$ cat src/rtl/multiplier_control.sv
// Sequencer for the shift-add multiplier datapath: load, WORD_LENGTH add/shift
// iterations, then a one-cycle ready pulse.
module multiplier_control #(
  parameter int unsigned WORD_LENGTH = 4,
  parameter int unsigned CNT_WIDTH   = 3
) (
  input  logic                 clk,
  input  logic                 reset,
  input  logic                 start,
  input  logic                 mplr_lsb,
  output logic                 load_en,
  output logic                 acc_en,
  output logic                 shift_en,
  output logic                 mux_sel,
  output logic                 busy,
  output logic                 ready,
  output logic [CNT_WIDTH-1:0] count
);

  typedef enum logic [1:0] {
    S_IDLE = 2'd0,
    S_LOAD = 2'd1,
    S_CALC = 2'd2,
    S_DONE = 2'd3
  } state_t;

  localparam logic [CNT_WIDTH-1:0] LAST_ITER = CNT_WIDTH'(WORD_LENGTH - 1);

  state_t               r_state;
  state_t               w_state_nxt;
  logic [CNT_WIDTH-1:0] r_count;
  logic [CNT_WIDTH-1:0] w_count_nxt;

  always_ff @(posedge clk or negedge reset) begin
    if (!reset) begin
      r_state <= S_IDLE;
      r_count <= '0;
    end else begin
      r_state <= w_state_nxt;
      r_count <= w_count_nxt;
    end
  end

  // Counter is zeroed on entry to LOAD so it reads 0 for the whole operation setup.
  always_comb begin
    w_state_nxt = r_state;
    w_count_nxt = r_count;
    case (r_state)
      S_IDLE: begin
        if (start) begin
          w_state_nxt = S_LOAD;
          w_count_nxt = '0;
        end
      end
      S_LOAD: begin
        w_state_nxt = S_CALC;
        w_count_nxt = '0;
      end
      S_CALC: begin
        if (r_count == LAST_ITER) begin
          w_state_nxt = S_DONE;
        end else begin
          w_count_nxt = r_count + CNT_WIDTH'(1);
        end
      end
      S_DONE: begin
        w_state_nxt = S_IDLE;
      end
      default: begin
        w_state_nxt = S_IDLE;
        w_count_nxt = '0;
      end
    endcase
  end

  // Control strobes decode straight from the state register; mux_sel is the only Mealy term.
  always_comb begin
    load_en  = 1'b0;
    acc_en   = 1'b0;
    shift_en = 1'b0;
    mux_sel  = 1'b0;
    ready    = 1'b0;
    busy     = (r_state != S_IDLE);
    case (r_state)
      S_LOAD: load_en = 1'b1;
      S_CALC: begin
        acc_en   = 1'b1;
        shift_en = 1'b1;
        mux_sel  = mplr_lsb;
      end
      S_DONE: ready = 1'b1;
      default: ;
    endcase
  end

  assign count = r_count;

endmodule

$ cat config.mk
export PLATFORM = sky130hd
export DESIGN_NAME = multiplier_control
export DESIGN_NICKNAME = d
export VERILOG_FILES = /design/src/rtl/multiplier_control.sv
export SDC_FILE = /design/constraint.sdc
export NUM_CORES = 1
export LEC_CHECK = 0
export ABC_CLOCK_PERIOD_IN_PS = 1730
export CAP_MARGIN = 25
export CORE_AREA = 2 2 39 41
export CTS_BUF_LIST = sky130_fd_sc_hd__clkbuf_2
export DETAILED_ROUTE_END_ITERATION = 12
export DIE_AREA = 0 0 41 43
export PLACE_DENSITY_LB_ADDON = 0.1
export SLEW_MARGIN = 40
export SYNTH_ARGS = -nofsm -noshare
export SYNTH_HDL_FRONTEND = slang
export SYNTH_SLANG_ARGS = --single-unit
$ cat constraint.sdc
create_clock -name clk -period 1.73 [get_ports clk]
set_clock_uncertainty 0.15 [all_clocks]
set_input_delay 0.2595 -clock clk [delete_from_list [all_inputs] [get_ports clk]]
set_output_delay 0.2595 -clock clk [all_outputs]
set_load 0.02 [all_outputs]
# ---- Word-level counts from Yosys, hierarchy flattened
# Cells that the tools add are included.
dict set report op_classes {
  add_sub_neg 1
  eq_ne 7
  mux 10
  n_reduce_logical 5
}
# op count
set ops {}
lappend ops {{3-bit one-hot mux with 3 select lines} 1}
lappend ops {{2-bit one-hot mux with 4 select lines} 1}
lappend ops {{3-bit two-way mux} 2}
lappend ops {{2-bit inequality test (second input constant)} 3}
lappend ops {{2-bit equality test (second input constant)} 2}
lappend ops {{1-bit two-way mux} 4}
lappend ops {{2-bit two-way mux} 2}
lappend ops {{3-bit by 1-bit adder with 3-bit output (second input constant)} 1}
lappend ops {{3-bit by 2-bit equality test with 1-bit output (second input constant)} 1}
lappend ops {{3-bit AND reduction} 1}
lappend ops {{3-bit nonzero test} 1}
lappend ops {{2-bit by 1-bit equality test with 1-bit output (second input constant)} 1}
lappend ops {{2-bit zero test} 1}
lappend ops {{2-bit AND reduction} 1}
lappend ops {{2-bit nonzero test} 1}
dict set report word_totals {
  reg_bits 5
  input_bits 4
  out_inout_bits 9
}

# ---- Depth between registers and ports, before layout
dict set report logic_depth {
  ltp_word 3
  ltp_mapped 5
  mapped_depth_nobuf 5
}

# ---- Worst setup path after synthesis
# OpenSTA, ideal clock, no wires.
dict set report synth_path {
  path_kind {reg2reg}
  from {reg r_state[0]}
  to {reg r_count[0], in the netlist count[0]}
  arrival_ns 1.580
  slack_ns -0.125
  stages_incl_launch_ff 6
  path_cell_list {dfrtp_1 inv_1 ha_1 nor3_1 a211o_1 mux2_4}
}
dict set report synth_between {
  elab_chain_len 3
}
# item line
set synth_lines {}
lappend synth_lines {{start, declared} 29} ;# state_t r_state;
lappend synth_lines {{start signal, assigned} 39} ;# r_state <= w_state_nxt;
lappend synth_lines {{2-bit equality test (tied with other cells)} 48} ;# case (r_state)
lappend synth_lines {{2-bit inequality test (no line) or 3-bit nonzero test (tied branches)} n/a}
lappend synth_lines {{3-bit AND reduction (no line)} n/a}
lappend synth_lines {{end signal, assigned} 40} ;# r_count <= w_count_nxt;
lappend synth_lines {{end, declared} 31} ;# logic [CNT_WIDTH-1:0] r_count;
# Parallel ways exist; a longest one is shown, timed or not.
# A chain may end at the register's enable or synchronous reset.

# ---- Final worst setup path
dict set report layout_path {
  from {reg r_count[0], in the netlist count[0]}
  to {reg r_count[0], in the netlist count[0]}
}
dict set report layout_between {
  elab_chain_len 3
}
# item line
set layout_lines {}
lappend layout_lines {{3-bit by 1-bit adder with 3-bit output or 3-bit by 2-bit equality test with 1-bit output (tied branches)} {63, 60}}
lappend layout_lines {{3-bit two-way mux or 2-bit inequality test (tied branches)} n/a}
lappend layout_lines {{3-bit one-hot mux with 3 select lines or 3-bit AND reduction (tied branches)} n/a}
# Parallel ways exist; a longest one is shown, timed or not. The select of a mux whose other input is x is not followed.

==> metrics <==
Buf/Inv on CP 0; clock slew seen by the registers of the worst setup and hold paths 50 ps; gpl congestion 0.652; # H-tree levels 1; CTS tree built; drt first pass iters 2; final period utilization 96.2%; Worst Setup Path Type register to register; Area Overhead vs Synth 63.2%; die width 41 um; Buffers on Ports 12; Synthesized Nets 43; pin count of the biggest net entering global routing 8; Worst Tran Pin Value 217 ps; most frequent CP cell ha_1; cell family with most CP delay flip-flops; Initial Util 25.0%; RSZ-0062 raised after global routing no; Fmax 601 MHz; crit path time final 1660 ps; pre-CTS worst setup slack -91.0 ps; DIE AREA 1760 sq um; fill cell count 143; Via density 4.20; number of buffers created by CTS 3; sequential share of the synthesized area 36.1%; Max-Cap Viols 0; crit-path max cell delay 420 ps; Yosys warning total 0; Design Power 0.00111 W; headroom to the max-slew limit 85.5%; Setup TNS Final 0 ps; fin util 40.9%; DRC errors left 0; CP Launch Type register; leak pwr 0.283 nW; Iteration-0 DRC Markers 1; worst path cell trace ha_1 > ha_1 > a211o_1 > mux2_4; flops & latches, synth 5; CTS Root Cell clkbuf_2; # rows 14; Post-Syn Area 347 sq um; Clock Sinks 5; Total GRT Usage 10.4%; DR WL/cell 9.89 um; layout cell share with drive strength beyond 1 43.6%; later-pin clock latency in the skew report 210 ps; Ports 13; CP arrival 1610 ps; first-pass GRT wire length 1170 um; slowest CP cell dfrtp_2; Ant. Diodes 0; status finished, final reports clean; final cell count without fillers 71; # nets final 67; Worst R2R Setup Slack 70 ps; worst hold path type input pin to async pin; dpl cells 65; Syn Inst Count 32; Setup WS post-layout 65.7 ps; Power Density 1970 nW/um^2; Bufs on Longest Clock Path 2; VDD IR-drop max 0.000594 V; Post-CTS Hold Buffers 0; Detailed Place HPWL 588 um; Synth cell types 15; initial antenna violation count 0; final slew viol count 0; Setup-failing EPs final 0; Hold Vio Cnt, Final 0; Remaining Overflow, GRT 0; chip height 43 um; Total Wirelength 702 um; via count 298; Post-DRT Antenna Nets 0; Avg Inst Size Synth 10.8 sq um; Req. time, crit path 1670 ps; total core area 1380 sq um; vias in the first global route 300; critical path peak fanout 4; Crit. End Element register
## power by group
part | internal [W] | switching, W
combinational | 0.000429 | 0.000368
clock | 0.0000611 | 0.0000438
sequential | 0.000170 | 0.0000426
## worst reg2reg max path, delay by kind of cell (launching register included)
family	cells	cell delay (ps)
AOI/OAI and AO/OA	1	290
DFF	1	420
adders and majority gates	2	390
muxes	1	310
## metal layers
layer / share of wire (%) / vias to the layer above / GRT usage [%]
li1: - / 149 / -
met1: 41 / 142 / 10.2
met2: 55 / 7 / 15.6
met3: 4.3 / 0 / 3.66
met4: 0 / 0 / 10.0
met5: 0 / - / 0
## kinds of logic after synthesis
kind of cell | share of synthesized area [%]
buffers and inverters | 8.66
adder cells (fa/ha/maj) | 25.3
AND/OR/NAND/NOR | 9.75
flip-flops | 36.1
multiplexers | 13.4
AO/OA/AOI/OAI | 6.86
## final timing paths
check / start / to / cells after the start
setup / recovery: count[0]$_DFFE_PN0P_ / count[0]$_DFFE_PN0P_ / 4
hold / removal: reset / count[0]$_DFFE_PN0P_ / 1
setup reg to reg: count[0]$_DFFE_PN0P_ / count[0]$_DFFE_PN0P_ / 4
hold reg to reg: count[1]$_DFFE_PN0P_ / count[1]$_DFFE_PN0P_ / 2
max in group asynchronous: reset / count[1]$_DFFE_PN0P_ / 1
min in group clk: count[1]$_DFFE_PN0P_ / count[1]$_DFFE_PN0P_ / 2
## state kept, by name (all words and copies together), names as in the netlist
signal   flops
r_state      2
count        3
## cells in the mapped netlist
master / n / share of area (%)
and2_1: 1 / 1.8
mux2_4: 1 / 4.3
dfrtp_1: 5 / 36
a21oi_1: 1 / 1.4
mux2i_1: 2 / 5.8
o32a_1: 1 / 2.9
mux2_2: 1 / 3.2
ha_1: 7 / 25
nor3_1: 1 / 1.4
nand2b_1: 1 / 1.8
a211o_1: 1 / 2.5
nor2b_1: 2 / 3.6
inv_1: 6 / 6.5
nand2_1: 1 / 1.1
buf_4: 1 / 2.2
## cells in the final DEF (no fill, tap or decap)
master           Yosys  routed
mux2i_1              2       2
buf_6                0       1
dlygate4sd2_1        0       2
inv_1                6       4
mux2_2               1       1
clkdlybuf4s50_1      0       6
ha_1                 7       5
a21oi_1              1       1
dfrtp_2              0       2
mux2_4               1       1
dfrtp_1              5       3
inv_2                0       2
buf_4                1       7
nand2b_1             1       1
ha_4                 0       1
nor3_1               1       1
and2_1               1       1
clkbuf_2             0       7
nand2_1              1       1
a211o_1              1       1
clkdlybuf4s15_1      0       1
nor2b_2              0       1
o32a_1               1       1
nor2b_1              2       1
ha_2                 0       1
## area by class of cell
class | instances | area (sq um) | area share (%)
flip-flops and latches | 5 | 128 | 22.6
repair buffers | 20 | 166 | 29.4
multi-input cells | 20 | 209 | 36.9
inverters | 6 | 22.5 | 3.98
clock buffers | 4 | 20.0 | 3.54
well taps | 16 | 20.0 | 3.54
## timing repair
action	in CTS	in global routing
buffers inserted	0	2
endpoints found under the setup margin	7	8
pin swaps	0	1
gates resized for setup	8	10
## through the flow
| step | hold WS (ps) | instance area, sq um |
|---|---|---|
| floorplan | -186 | 362 |
| global placement | 343 | 539 |
| detailed placement | 347 | 539 |
| CTS | 102 | 553 |
| global route | 97.8 | 566 |
| finish | 112 | 566 |
(Power assumes the default switching activity.)
